--- src/rtl/exec_control_md.sv ---
// Execute-stage control: ALU control decode plus an iterative MUL/SDIV/UDIV engine.
// Multi-cycle ops hold in_ready low while the engine runs one step per clock.
module exec_control_md #(
    parameter int WIDTH = 64,
    parameter int CNT_W = 7
) (
    input  logic             clk,
    input  logic             reset,
    input  logic             in_valid,
    output logic             in_ready,
    input  logic [1:0]       alu_op,
    input  logic [10:0]      opcode,
    input  logic [5:0]       shamt,
    input  logic [WIDTH-1:0] op_a,
    input  logic [WIDTH-1:0] op_b,
    output logic [3:0]       alu_control,
    output logic             ctl_valid,
    output logic [WIDTH-1:0] md_result,
    output logic             md_valid,
    output logic             stall
);

    localparam logic [3:0]  ALU_ADD    = 4'b0010;
    localparam logic [3:0]  ALU_PASS_B = 4'b0111;
    localparam logic [3:0]  ALU_LSL    = 4'b1000;
    localparam logic [3:0]  ALU_LSR    = 4'b1001;
    localparam logic [10:0] OPC_MUL    = 11'b10011011000;
    localparam logic [10:0] OPC_DIV    = 11'b10011010110;

    typedef enum logic [1:0] {IDLE, BUSY, DONE} state_t;

    state_t           state, state_nxt;
    logic [CNT_W-1:0] cnt;
    logic [WIDTH-1:0] acc, x, y;
    logic             is_div, div0, neg;

    logic [3:0]       dec_ctl;
    logic             dec_mul, dec_div, dec_sdiv;
    logic             transfer, start_md, start_sc;

    logic [WIDTH:0]   r_sh;
    logic [WIDTH-1:0] step_acc, step_x, step_y, fix_res;

    assign in_ready = (state != BUSY);
    assign stall    = ~in_ready;
    assign md_valid = (state == DONE);
    assign transfer = in_valid & in_ready;
    assign start_md = transfer & (dec_mul | dec_div);
    assign start_sc = transfer & ~(dec_mul | dec_div);

    always_comb begin
        dec_ctl  = ALU_ADD;
        dec_mul  = 1'b0;
        dec_div  = 1'b0;
        dec_sdiv = 1'b0;
        case (alu_op)
            2'b00: dec_ctl = ALU_ADD;
            2'b01: dec_ctl = ALU_PASS_B;
            2'b11: dec_ctl = opcode[0] ? ALU_LSL : ALU_LSR;
            default: begin
                if (opcode == OPC_MUL) begin
                    dec_mul = 1'b1;
                end else if (opcode == OPC_DIV && shamt == 6'h02) begin
                    dec_div  = 1'b1;
                    dec_sdiv = 1'b1;
                end else if (opcode == OPC_DIV && shamt == 6'h03) begin
                    dec_div = 1'b1;
                end else begin
                    dec_ctl = {1'b0, opcode[9], opcode[3], opcode[8]};
                end
            end
        endcase
    end

    always_comb begin
        state_nxt = state;
        case (state)
            IDLE:    if (start_md) state_nxt = BUSY;
            BUSY:    if (cnt == '0) state_nxt = DONE;
            DONE:    state_nxt = start_md ? BUSY : IDLE;
            default: state_nxt = IDLE;
        endcase
    end

    // Divide: acc is the partial remainder, x shifts the dividend out and the
    // quotient in, y is the divisor. Multiply: acc accumulates, x << and y >>.
    always_comb begin
        r_sh     = {acc, x[WIDTH-1]};
        step_acc = acc;
        step_x   = x;
        step_y   = y;
        if (is_div) begin
            if (r_sh >= {1'b0, y}) begin
                step_acc = r_sh[WIDTH-1:0] - y;
                step_x   = {x[WIDTH-2:0], 1'b1};
            end else begin
                step_acc = r_sh[WIDTH-1:0];
                step_x   = {x[WIDTH-2:0], 1'b0};
            end
        end else begin
            step_acc = acc + (y[0] ? x : '0);
            step_x   = x << 1;
            step_y   = y >> 1;
        end
        if (!is_div)   fix_res = step_acc;
        else if (div0) fix_res = '0;
        else if (neg)  fix_res = -step_x;
        else           fix_res = step_x;
    end

    always_ff @(posedge clk) begin
        if (reset) begin
            state       <= IDLE;
            alu_control <= ALU_ADD;
            ctl_valid   <= 1'b0;
            md_result   <= '0;
            cnt         <= '0;
            acc         <= '0;
            x           <= '0;
            y           <= '0;
            is_div      <= 1'b0;
            div0        <= 1'b0;
            neg         <= 1'b0;
        end else begin
            state     <= state_nxt;
            ctl_valid <= start_sc;
            if (start_sc) alu_control <= dec_ctl;
            if (start_md) begin
                is_div <= dec_div;
                div0   <= (op_b == '0);
                neg    <= dec_sdiv & (op_a[WIDTH-1] ^ op_b[WIDTH-1]);
                cnt    <= CNT_W'(WIDTH - 1);
                acc    <= '0;
                // SDIV runs on magnitudes; the sign is restored at the last step
                x      <= (dec_sdiv && op_a[WIDTH-1]) ? -op_a : op_a;
                y      <= (dec_sdiv && op_b[WIDTH-1]) ? -op_b : op_b;
            end else if (state == BUSY) begin
                acc <= step_acc;
                x   <= step_x;
                y   <= step_y;
                cnt <= cnt - 1'b1;
                if (cnt == '0) md_result <= fix_res;
            end
        end
    end

endmodule

--- config.mk ---
export PLATFORM = sky130hd
export DESIGN_NAME = exec_control_md
export DESIGN_NICKNAME = d
export VERILOG_FILES = /design/src/rtl/exec_control_md.sv
export SDC_FILE = /design/constraint.sdc
export NUM_CORES = 1
export LEC_CHECK = 0
export CORE_MARGIN = 4
export CORE_UTILIZATION = 54
export CTS_BUF_LIST = sky130_fd_sc_hd__clkbuf_2
export DETAILED_ROUTE_END_ITERATION = 12
export HOLD_SLACK_MARGIN = 0.08
export PLACE_DENSITY = 0.75
export SYNTH_ARGS = -nofsm -noshare
export SYNTH_HDL_FRONTEND = slang
export SYNTH_SLANG_ARGS = --single-unit
--- constraint.sdc ---
create_clock -name clk -period 4.9 [get_ports clk]
set_input_delay 0.98 -clock clk [delete_from_list [all_inputs] [get_ports clk]]
set_output_delay 0.98 -clock clk [all_outputs]
set_load 0.05 [all_outputs]
==> results.cfg <==
[grt]
grt_antenna_before_repair = 4
grt_pass1_wl_mm = 138
grt-ovfl-total = 0
grt_use_total_pct = 35.8
grt_max_degree = 127
grt_pass1_vias = 25774

[drt]
routedWlPerCell_um = 21.4
via_count = 27089
drc = 0
antenna_left = 0
top_layer_used = met4
dr.pass1.iters = 6
drt_iter0_markers = 2708
vias_per_cell = 6.41
dr_wl_met3_mm = 6.36
drt-met1-wl_mm = 34.8
met2RoutedLength_mm = 43.4
wirelength_mm = 90.6

[synthesis]
synth.most_common_cell = nand2_1
synth_edf_count = 0
synth_top_cells_by_area = dfxtp_1 (22%), ha_1 (6.8%), a21oi_1 (6.6%), xnor2_1 (6.2%), nand2_1 (6.0%)
synth_area_per_cell_um2 = 7.14
yosysSeqAreaShare_pct = 22.5
yosys.area.top_type_share_pct = 22.5
yosysTopAreaCell = dfxtp_1
async_reset_ff_share_pct = 0
syn_inst = 3410
synth_common_cells = nand2_1 (390), nor2_1 (325), a21oi_1 (320), dfxtp_1 (273), o21ai_0 (262)
synth-main-ff-cell = dfxtp_1
yosysWarningCount = 0
syn_area_mm2 = 0.0243
synthDistinctLibCells = 99
synth.net_count = 3695
ys_ff_latch = 273

[timing]
drv_slew = 0
max_freq_mhz = 212
tightest_slew_ns = 1.09
finalCritPeriodShare_pct = 96.1
setup_viol = 0
hold_violations = 0
fin_hold_ws_ns = 0.435
fin_crit_ns = 4.71
maxSlewHeadroom_pct = 27.1
worst_clock_skew_ns = 0.136

[critical_path]
cp_data_required_time_ns = 5.79
path_max_fanout = 7
worst_setup_path_start_kind = flop
crit_buf_inv = 1
cp-end-kind = flop
slowest_stage = or3_4
arrival_ns = 5.60
crit_top_cell = ha_1
path_class = flop to flop
crit_start = acc[54]
slowest_delay_ns = 0.46
crit_chain = ha_1, and4_4, or4b_1, or4_1, nor3_1, a311o_2, o31a_1, inv_4, ha_1, nand2b_1, or3_1, nor4b_2, nand2_1, or3_4, nor2_1, a31oi_1, xor2_1, a21oi_1, a211oi_1
cp_top_family = simple AND/OR/NAND/NOR gates
r2r_start = acc[54]

[die]
dieArea_mm2 = 0.0485
die_x_um = 220
rows = 77
die_h_um = 220
initial_core_util_pct = 54.8
core_mm2 = 0.0444
io_pins = 222

[layout]
layoutNonFillerInstCount = 4229
area_growth_pct = 15.3
drive_gt1_share_pct = 8.20
final_util_pct = 63.2
fin_nets = 3865

[clock_tree]
clk-insertion-delay-late_ns = 1.09
htreeDepth = 3
cts-buffers-inserted = 78
cts-root-buf = clkbuf_2
cts_buffer_depth = 3
cts_tree = done
clkTransAtPathRegs_ns = 0.13
cts_num_sinks = 273

[placed_design]
gp_congestion = 1.00
port_buffers = 221
hpwl_mm = 69.3
post-place-cells = 4089

[pwr]
finalPower_w = 0.00438
leakage_nw = 11.0
vdd_drop_max_mv = 0.187
power_density_mw_per_mm2 = 156

[outcome]
status = finished, final reports clean

[min_path]
min_from = reset
min_path_type = primary input to flop

[job]
max_cap_violations = 0
## final timing paths
kind / end / slack (ns) / cells past startpoint
setup / recovery: md_result[62] / 0.19 / 19
hold / removal: alu_control[0] / 0.44 / 2
setup reg to reg: md_result[62] / 0.19 / 19
hold reg to reg: alu_control[3] / 0.49 / 2
## cell families after synthesis
family	synth area share, %
flip-flops	22.5
AO/OA/AOI/OAI	31.0
AND/OR/NAND/NOR	22.9
XOR/XNOR	10.5
adder cells (fa/ha/maj)	7.00
multiplexers	0.509
buffers and inverters	5.64
## cells in the final DEF, fill, tap and decap left out, types with 22 or more instances in the layout
master and count:
a21o_1 71, or4_1 23, o21a_1 24, nor2_1 319
a22oi_1 73, o41ai_1 28, nand3_1 44, o211ai_1 22
clkbuf_2 115, inv_1 120, nand2b_1 22, and2_1 75
xnor2_1 172, or3_1 35, a31oi_1 27, o31ai_1 52
nand4_1 50, buf_4 94, nor3_1 86, a211oi_1 100
a21oi_1 317, nor2b_1 27, nor4_1 22, o21ai_0 261
o21bai_1 30, xor2_1 120, nand2_1 390, clkdlybuf4s50_1 220
dfxtp_1 269, ha_1 129
## stage by stage
stage	setup WS, ns	setup TNS [ns]	instance area [um^2]
CTS	0.0231	0	27900
floorplan	0.430	0	24300
finish	0.190	0	28100
global route	-0.000215	-0.000215	28100
global placement	0.0862	0	27200
detailed placement	-0.0971	-0.0971	27200
## worst reg2reg max path: stages (launching register included)
cell and delay, ns:
dfxtp_1 0.44, ha_1 0.34, and4_4 0.25, or4b_1 0.16, or4_1 0.14, nor3_1 0.06, a311o_2 0.45, o31a_1 0.36
inv_4 0.09, ha_1 0.16, nand2b_1 0.11, or3_1 0.37, nor4b_2 0.29, nand2_1 0.15, or3_4 0.46, nor2_1 0.16
a31oi_1 0.11, xor2_1 0.16, a21oi_1 0.17, a211oi_1 0.10
## flip-flops by register name (all words and copies together), names as in the netlist
signal       flops
acc             64
alu_control      4
cnt              7
ctl_valid        1
div0             1
is_div           1
md_result       64
neg              1
state            2
x               64
y               64
## area by class of cell
| class | count | area [um^2] |
|---|---|---|
| timing repair buffer | 320 | 3020 |
| sequential | 273 | 5470 |
| inverter | 123 | 464 |
| multi-input combinational | 2784 | 17600 |
| antenna | 3 | 7.51 |
| fill | 4098 | 16400 |
| tap | 592 | 741 |
| clock buffer | 115 | 576 |
| clock inverter | 19 | 158 |
## per-layer routing
layer	GRT usage, %	vias up
li1	-	12770
met4	21.1	0
met2	60.8	1241
met1	42.0	12740
met3	6.84	338
met5	0	-
## timing repair
item                                    in CTS  in global routing
endpoints found under the setup margin       3                 16
gates resized for setup                      0                 22
hold buffers                                 0                  0
pin swaps                                    1                  3
buffers inserted                             1                  1
## where the power goes
| part | total (W) | internal [W] | switching [W] |
|---|---|---|---|
| Clock | 0.00185 | 0.000780 | 0.00107 |
| Sequential | 0.00222 | 0.00222 | 0.00000123 |
| Combinational | 0.000302 | 0.000154 | 0.000149 |
No activity file was read; power rests on OpenSTA's default activity.
